===== src/rtl/risc_cpu8.sv =====
// 8-bit accumulator CPU with a unified 32x8 memory, serial load mode and a fetch/execute engine.
// Optional macro RISC_CPU8_MEM_CLEAR_EN: reset also clears every memory word.
module risc_cpu8 (
    input  logic       clock,
    input  logic       reset,
    input  logic       Load,
    input  logic [7:0] data_in,
    output logic [7:0] Instruction,
    output logic [7:0] Acc,
    output logic [7:0] Mem,
    output logic [4:0] Program_counter
);

    localparam int MEM_DEPTH = 32;
    localparam int DATA_W    = 8;

    typedef enum logic {
        FETCH,
        EXEC
    } state_t;

    localparam logic [2:0] OP_HLT = 3'b000;
    localparam logic [2:0] OP_SKZ = 3'b001;
    localparam logic [2:0] OP_ADD = 3'b010;
    localparam logic [2:0] OP_AND = 3'b011;
    localparam logic [2:0] OP_XOR = 3'b100;
    localparam logic [2:0] OP_LDA = 3'b101;
    localparam logic [2:0] OP_STO = 3'b110;
    localparam logic [2:0] OP_JMP = 3'b111;

    logic [DATA_W-1:0] mem_q [MEM_DEPTH];

    logic [4:0]        pc_q, pc_d;
    logic [DATA_W-1:0] ir_q, ir_d;
    logic [DATA_W-1:0] acc_q, acc_d;
    logic [4:0]        load_ptr_q, load_ptr_d;
    state_t            state_q, state_d;
    logic              halted_q, halted_d;

    logic              mem_we;
    logic [4:0]        mem_waddr;
    logic [DATA_W-1:0] mem_wdata;

    logic [4:0]        operand_addr;
    logic [DATA_W-1:0] operand;

    assign operand_addr = ir_q[4:0];
    assign operand      = mem_q[operand_addr];

    always_comb begin
        pc_d       = pc_q;
        ir_d       = ir_q;
        acc_d      = acc_q;
        load_ptr_d = load_ptr_q;
        state_d    = state_q;
        halted_d   = halted_q;
        mem_we     = 1'b0;
        mem_waddr  = load_ptr_q;
        mem_wdata  = data_in;

        if (Load) begin
            mem_we     = 1'b1;
            load_ptr_d = load_ptr_q + 5'd1;
            state_d    = FETCH;
            halted_d   = 1'b0;
        end else if (!halted_q) begin
            unique case (state_q)
                FETCH: begin
                    ir_d    = mem_q[pc_q];
                    pc_d    = pc_q + 5'd1;
                    state_d = EXEC;
                end
                EXEC: begin
                    state_d = FETCH;
                    unique case (ir_q[7:5])
                        OP_HLT: begin
                            halted_d = 1'b1;
                            state_d  = EXEC;
                        end
                        OP_SKZ: if (acc_q == '0) pc_d = pc_q + 5'd1;
                        OP_ADD: acc_d = acc_q + operand;
                        OP_AND: acc_d = acc_q & operand;
                        OP_XOR: acc_d = acc_q ^ operand;
                        OP_LDA: acc_d = operand;
                        OP_STO: begin
                            mem_we    = 1'b1;
                            mem_waddr = operand_addr;
                            mem_wdata = acc_q;
                        end
                        OP_JMP: pc_d = operand_addr;
                        default: ;
                    endcase
                end
                default: state_d = FETCH;
            endcase
        end
    end

    // Reset wins over both write sources, so an aborted STO never reaches memory.
    always_ff @(posedge clock) begin
        if (!reset) begin
            pc_q       <= '0;
            ir_q       <= '0;
            acc_q      <= '0;
            load_ptr_q <= '0;
            state_q    <= FETCH;
            halted_q   <= 1'b0;
`ifdef RISC_CPU8_MEM_CLEAR_EN
            for (int i = 0; i < MEM_DEPTH; i++) begin
                mem_q[i] <= '0;
            end
`else
`endif
        end else begin
            pc_q       <= pc_d;
            ir_q       <= ir_d;
            acc_q      <= acc_d;
            load_ptr_q <= load_ptr_d;
            state_q    <= state_d;
            halted_q   <= halted_d;
            if (mem_we) begin
                mem_q[mem_waddr] <= mem_wdata;
            end
        end
    end

    assign Instruction     = ir_q;
    assign Acc             = acc_q;
    assign Mem             = operand;
    assign Program_counter = pc_q;

endmodule


===== config.mk =====
export PLATFORM = sky130hd
export DESIGN_NAME = risc_cpu8
export DESIGN_NICKNAME = d
export VERILOG_FILES = /design/src/rtl/risc_cpu8.sv
export SDC_FILE = /design/constraint.sdc
export NUM_CORES = 1
export LEC_CHECK = 0
export BUFFER_PORTS_ARGS = -buffer_cell sky130_fd_sc_hd__buf_2
export CAP_MARGIN = 25
export CORE_AREA = 2 2 163 165
export CTS_BUF_LIST = sky130_fd_sc_hd__clkbuf_8
export DETAILED_ROUTE_END_ITERATION = 8
export DIE_AREA = 0 0 165 167
export HOLD_SLACK_MARGIN = 0.06
export PLACE_DENSITY = 0.79
export SLEW_MARGIN = 15
export SYNTH_ARGS = -nofsm -noshare
export SYNTH_HDL_FRONTEND = slang
export SYNTH_SLANG_ARGS = --single-unit

===== constraint.sdc =====
create_clock -name clock -period 3.3 [get_ports clock]
set_input_delay 0.495 -clock clock [delete_from_list [all_inputs] [get_ports clock]]
set_output_delay 0.495 -clock clock [all_outputs]
set_load 0.01 [all_outputs]

==> flow_metrics.py, run 1 <==
metrics = {
    "run_status": {
        "status": "finished, violations left",
        "violations": "negative setup slack",
    },
    "setup_path": {
        "end_kind": "flip-flop",
        "crit_fanout": 8,
        "cp-start-kind": "flip-flop",
        "rrSetupSlack_ns": -0.14,
        "worst-endpoint-required_ns": 3.79,
        "worstPathArrival_ns": 3.93,
        "criticalPathCategory": "flip-flop to flip-flop",
    },
    "timing": {
        "fin_ws_ns": -0.140,
        "setup_viol": 5,
        "maxSlewHeadroom": 0.339,
        "rsz0062_at_grt": "true",
        "finalCritPeriodShare": 1.04,
        "max_slew.worst_pin.slew_ns": 0.986,
        "final-max-slew-violation-count": 0,
        "fin_crit_ns": 3.44,
        "hold_violations": 0,
        "clock_skew_ns": 0.0233,
        "fmax_ghz": 0.291,
    },
    "grt": {
        "grtUsageTotal": 0.283,
        "antenna_found_initial": 0,
        "grt_pass1_vias": 8917,
        "gr-total-overflow": 0,
        "grt_pass1_wl_mm": 56.3,
        "grt_start_max_net_pins": 60,
    },
    "clock_tree": {
        "path_clk_slew_ns": 0.07,
        "htreeDepth": 2,
        "clk_latency_ns": 0.57,
        "cts_max_path_buffers": 3,
        "clock-sinks": 284,
        "cts_tree": "yes",
        "cts-root-buf": "clkbuf_8",
        "cts_hold_buf": 0,
        "numCtsBuffers": 45,
    },
    "power_and_ir_drop": {
        "p_int_w": 0.00635,
        "p_per_area_mw_per_mm2": 512,
        "power_w": 0.00855,
        "combinationalPowerShare": 0.173,
        "power_frac_clock": 0.357,
        "p_sw_w": 0.00220,
        "p_leak_nw": 5.48,
        "p_sw_frac": 0.257,
        "ir_worst_vdd_v": 0.000319,
        "seq_power_share": 0.470,
    },
    "finish": {
        "ff_latch_area_sq_mm": 0.00826,
        "num_antenna_cells": 0,
        "drive_gt1_frac": 0.425,
        "nNetsFinal": 995,
        "areaGrowthSynthToFinish_pct": 19.6,
        "fill_cells": 1713,
        "multi_input_area_sq_mm": 0.00560,
    },
    "synth": {
        "seq_area_frac_synth": 0.591,
        "synth_most_common_cell": "edfxtp_1",
        "yosysTopAreaCellShare": 0.550,
        "yosys_warnings": 0,
        "synthArstFlopShare": 0,
        "ys.flop_type": "edfxtp_1",
        "synth_edf_count": 256,
        "synthDistinctLibCells": 54,
        "synth_area_leaders": "edfxtp_1, mux4_2, dfxtp_1",
        "syn_nets": 844,
        "ys_top_cells_by_count": "edfxtp_1, mux4_2, nor2_1, mux2i_1, dfxtp_1",
        "syn_avg_cell_area_sq_um": 17.0,
        "synth_cells": 821,
        "ys_seq_elements": 284,
        "syn-cell-area_sq_mm": 0.0140,
        "yosysTopAreaCell": "edfxtp_1",
    },
    "placed_design": {
        "dpl_worst_slack_ns": -0.270,
        "port_buffers": 39,
        "gp_congestion": 0.898,
        "dp_hpwl_mm": 25.8,
    },
    "floorplanning": {
        "fp.coreArea_sq_mm": 0.0258,
        "die_area_sq_mm": 0.0276,
        "io_pins": 40,
        "initial_core_util": 0.542,
        "rows": 59,
        "die_w_microns": 165,
        "die_h_microns": 167,
    },
    "routing": {
        "routed_wl_mm": 38.4,
        "vias": 9160,
        "drtIter0Drc": 1276,
        "remaining_drc_errors": 0,
        "viasPerCell": 6.82,
        "wl_per_cell_microns": 28.6,
        "ant_nets": 0,
        "dr.pass1.iters": 6,
    },
    "run": {
        "drv_cap": 0,
    },
    "worst_hold_path": {
        "hold_class": "input pin to flip-flop",
    },
}
==> through the flow <==
step,setup TNS (ns),instances,utilization,hold WS [ns],area [sq um]
CTS,-0.582,1338,0.641,0.350,16500
finish,-0.387,1344,0.648,0.374,16700
floorplan,0,821,-,0.494,14100
global placement,-0.441,1244,0.595,0.535,15300
global route,-1.00,1344,0.648,0.385,16700
detailed placement,-0.710,1244,0.595,0.547,15300
==> worst max-delay path: stages, from the launching register on <==
cell and delay [ns]:
dfxtp_2 0.37, buf_12 0.15, buf_12 0.13, mux4_2 0.52
mux4_2 0.51, mux2i_4 0.21, inv_2 0.08, ha_4 0.22
a211oi_2 0.26, o21bai_2 0.11, buf_4 0.15, a21oi_4 0.13
xor2_1 0.08, a311o_1 0.32, a21oi_1 0.12
==> cell families (layout without fill, tap and decap cells) <==
group / after synthesis / count (layout) / share of synthesized area
AND/OR/NAND/NOR: 151 / 151 / 0.0518
flip-flops: 284 / 284 / 0.591
XOR/XNOR: 8 / 8 / 0.00502
buffers and inverters: 72 / 260 / 0.0226
adder cells (fa/ha/maj): 12 / 12 / 0.0113
AO/OA/AOI/OAI: 95 / 95 / 0.0456
multiplexers: 199 / 199 / 0.273
==> placed cells by master, fill, tap and decap left out, types with 20 or more instances in the layout <==
master,netlist,final
nand2_1,24,24
mux2i_1,38,34
clkbuf_8,0,49
dfxtp_1,28,21
buf_2,27,34
mux4_2,144,144
nor2_1,56,56
edfxtp_1,256,256
a21oi_1,23,20
buf_4,1,99
o21ai_0,25,21
==> power by group through the flow <==
stage	logic (W)	clock network, W	registers (W)
4_1_cts	0.00138	0.00308	0.00402
2_1_floorplan	0.000884	0	0.00406
3_5_place_dp	0.00128	0	0.00409
6_report	0.00148	0.00305	0.00401
5_1_grt	0.00156	0.00325	0.00402
3_3_place_gp	0.00125	0	0.00409
==> state kept, by name (all words and copies together), names as in the netlist <==
name and count:
mem_q 256, Acc 8, Instruction 8, Program_counter 5, load_ptr_q 5, halted_q 1
state_q 1
==> layout make-up <==
type	count	share of cell area
repair buffers	166	0.0873
inverters	10	0.00240
clock inverters	35	0.0151
flip-flops and latches	284	0.495
clock buffers	49	0.0404
multi-input cells	465	0.335
well taps	335	0.0251
==> timing repair <==
item                                    in CTS  in global routing
cloned                                       1                  1
hold endpoints to repair                     0                  0
resized for setup                           33                 29
pin swaps                                    7                 18
setup buffers                               10                  8
endpoints found under the setup margin      10                 12
==> per-layer routing <==
| metal | vias to the layer above | routed length [microns] | global-route usage | part of all wire |
|---|---|---|---|---|
| li1 | 3720 | - | - | - |
| met1 | 4596 | 13800 | 0.393 | 0.36 |
| met2 | 720 | 18200 | 0.434 | 0.47 |
| met3 | 124 | 4780 | 0.0705 | 0.12 |
| met4 | 0 | 1620 | 0.112 | 0.042 |
| met5 | - | 0 | 0 | 0 |
==> final timing paths <==
| path | startpoint | end | depth (start not counted) |
|---|---|---|---|
| max | Instruction[0] | Acc[5] | 14 |
| min | reset | Instruction[3] | 3 |
| max reg2reg | Instruction[0] | Acc[5] | 14 |
| min reg2reg | state_q | state_q | 2 |
Power figures use the tool's default switching activity.
==> inputs of run 2 (changes only) <==
--- a/config.mk
+++ b/config.mk
@@ -5,12 +5,13 @@
 export SDC_FILE = /design/constraint.sdc
 export NUM_CORES = 1
 export LEC_CHECK = 0
+export ABC_AREA = 1
 export BUFFER_PORTS_ARGS = -buffer_cell sky130_fd_sc_hd__buf_2
 export CAP_MARGIN = 25
-export CORE_AREA = 2 2 163 165
+export CORE_AREA = 2 2 167 169
 export CTS_BUF_LIST = sky130_fd_sc_hd__clkbuf_8
 export DETAILED_ROUTE_END_ITERATION = 8
-export DIE_AREA = 0 0 165 167
+export DIE_AREA = 0 0 169 171
 export HOLD_SLACK_MARGIN = 0.06
 export PLACE_DENSITY = 0.79
 export SLEW_MARGIN = 15
==> run 2 against run 1 <==
Compared with the run above: the flow now finishes without violations; clock power rose by 1%; non-clock buffer count decreased by 44; sequential power barely moved; critical endpoint is now Acc[7]; highest routed layer unchanged.
==> flow_metrics.py, run 2 <==
metrics = {
    "grt": {
        "grt_pass1_wl_mm": 69.5,
        "grt_start_max_net_pins": 91,
        "gr-total-overflow": 0,
        "top_usage_layer": "met2",
        "antenna_found_initial": 0,
        "grtUsageTotal": 0.314,
        "use_met2": 0.483,
        "grt_pass1_vias": 12200,
        "use_met1": 0.429,
        "use_met3": 0.0594,
    },
    "finish": {
        "ff_latch_area_sq_mm": 0.00826,
        "regMostFlops": "mem_q",
        "areaGrowthSynthToFinish_pct": 12.3,
        "fill_cells": 2245,
        "layout_common_cells": "nand2_1, edfxtp_1, nand3_1",
        "layout_commonest_cell": "nand2_1",
        "drive_gt1_frac": 0.134,
        "stdcell_count": 2082,
        "nNetsFinal": 1725,
        "largest_register_ffs": 256,
        "num_antenna_cells": 0,
        "multi_input_area_sq_mm": 0.00568,
    },
    "synth": {
        "synthDistinctLibCells": 42,
        "syn-cell-area_sq_mm": 0.0147,
        "yosysTopAreaCell": "edfxtp_1",
        "synthArstFlopShare": 0,
        "syn_nets": 1664,
        "synth_edf_count": 256,
        "synth_cells": 1641,
        "ys.flop_type": "edfxtp_1",
        "synth_fa_ha_area_frac": 0.0107,
        "ys_seq_elements": 284,
        "synth_compound_area_frac": 0.121,
        "synth_most_common_cell": "nand2_1",
        "synth-xor-area-share": 0.00298,
        "yosys_warnings": 0,
        "syn_avg_cell_area_sq_um": 8.95,
        "yosys.area_share.simple": 0.245,
        "yosysTopAreaCellShare": 0.523,
        "synth_mux_area_frac": 0.00596,
        "seq_area_frac_synth": 0.561,
        "synth_top_family_by_area": "simple AND/OR/NAND/NOR gates",
        "synth_area_leaders": "edfxtp_1, nand2_1, nand3_1",
        "ys_top_cells_by_count": "nand2_1, edfxtp_1, nand3_1, nor2_1, o21ai_0",
    },
    "setup_path": {
        "critPathMostFrequentCell": "nand2_1",
        "critPathSlowestCell": "dfxtp_4",
        "crit_fanout": 31,
        "cp_slowest_stage_delay_ns": 0.43,
        "cp-start-kind": "flip-flop",
        "worst-endpoint-required_ns": 3.81,
        "worstPathArrival_ns": 3.61,
        "criticalPathCategory": "flip-flop to flip-flop",
        "rrSetupSlack_ns": 0.20,
        "path_cells": "buf_16, buf_6, nand2_1, nand3_1, nand3_1, nand2_1, nand2_1, nand3_1, and2_1, ha_1, buf_4, a21oi_1, nand2_1, nand4_1, o211ai_1, a21oi_1, o21ai_1, nand3_1, nand2_1, inv_1",
        "end_kind": "flip-flop",
    },
    "clock_tree": {
        "cts_max_path_buffers": 3,
        "cts_tree": "yes",
        "path_clk_slew_ns": 0.07,
        "numCtsBuffers": 45,
        "clock-sinks": 284,
        "cts-root-buf": "clkbuf_8",
        "cts_hold_buf": 0,
        "clk_latency_ns": 0.57,
        "htreeDepth": 2,
    },
    "routing": {
        "remaining_drc_errors": 0,
        "vias": 13200,
        "drtIter0Drc": 2397,
        "wl_per_cell_microns": 21.9,
        "routed_wl_mm": 45.7,
        "dr.pass1.iters": 6,
        "ant_nets": 0,
        "viasPerCell": 6.33,
    },
    "placed_design": {
        "port_buffers": 39,
        "dp_cells": 2000,
        "gp_congestion": 1.03,
        "dp_hpwl_mm": 29.4,
        "dpl_worst_slack_ns": 0.189,
    },
    "floorplanning": {
        "io_pins": 40,
        "rows": 61,
        "die_area_sq_mm": 0.0289,
        "die_h_microns": 171,
        "die_w_microns": 169,
        "fp.coreArea_sq_mm": 0.0273,
        "initial_core_util": 0.538,
    },
    "timing": {
        "finalCritPeriodShare": 0.939,
        "hold_violations": 0,
        "fmax_ghz": 0.323,
        "setup_viol": 0,
        "max_slew.worst_pin.slew_ns": 0.857,
        "fin_crit_ns": 3.10,
        "final-max-slew-violation-count": 0,
        "clock_skew_ns": 0.0262,
        "maxSlewHeadroom": 0.428,
        "fin_ws_ns": 0.200,
    },
    "power_and_ir_drop": {
        "p_leak_nw": 6.20,
        "ir_worst_vdd_v": 0.000272,
        "p_per_area_mw_per_mm2": 540,
    },
    "worst_hold_path": {
        "hold_class": "input pin to flip-flop",
    },
    "run": {
        "drv_cap": 0,
    },
    "run_status": {
        "status": "complete, no violations",
    },
}
run 2: final timing paths:
| check | from | end | cells past startpoint |
|---|---|---|---|
| hold / removal | reset | load_ptr_q[2] | 3 |
| hold reg to reg | halted_q | halted_q | 2 |
| setup / recovery | Instruction[0] | Acc[7] | 20 |
| setup reg to reg | Instruction[0] | Acc[7] | 20 |
run 2: repair_timing:
action / CTS / global route
gates resized for setup: 0 / 9
endpoints found under the setup margin: 0 / 6
setup buffers: 0 / 0
run 2: power breakdown:
part           switching (W)  internal [W]
logic                0.00125      0.000558
registers          0.0000563       0.00395
clock network        0.00144       0.00166
run 2: cell families after synthesis:
family	Yosys count
multiplexers	8
flip-flops	284
buffers and inverters	168
adder cells (fa/ha/maj)	12
AND/OR/NAND/NOR	850
XOR/XNOR	5
AO/OA/AOI/OAI	314
run 2: metrics by stage:
| stage | hold WS (ns) | util | setup TNS, ns | total power, W | area [sq um] |
|---|---|---|---|---|---|
| floorplan | 0.422 | - | 0 | 0.00519 | 14700 |
| global placement | 0.463 | 0.568 | 0 | 0.00576 | 15500 |
| detailed placement | 0.477 | 0.568 | 0 | 0.00580 | 15500 |
| CTS | 0.282 | 0.602 | 0 | 0.00884 | 16400 |
| global route | 0.298 | 0.604 | -0.0242 | 0.00922 | 16500 |
| finish | 0.300 | 0.604 | 0 | 0.00891 | 16500 |
run 2: final cells by class:
class,count,share of cell area
timing repair buffer,122,0.0589
sequential,284,0.501
clock inverter,34,0.0165
clock buffer,47,0.0392
tap,346,0.0262
inverter,60,0.0142
multi-input combinational,1189,0.344
run 2: routing by layer:
| layer | vias to the layer above | wire length (microns) | part of all wire |
|---|---|---|---|
| met5 | - | 0 | 0 |
| met4 | 0 | 2510 | 0.055 |
| met3 | 166 | 5820 | 0.13 |
| met2 | 1069 | 20000 | 0.44 |
| met1 | 6066 | 17400 | 0.38 |
| li1 | 5882 | - | - |
run 2: worst max-delay path: cells and delay by family (launching register included):
kind	cells	cell delay (ns)
flip-flops	1	0.43
adder cells (fa/ha/maj)	1	0.27
AND/OR/NAND/NOR	11	1.19
buffers and inverters	4	0.62
AO/OA/AOI/OAI	4	0.50
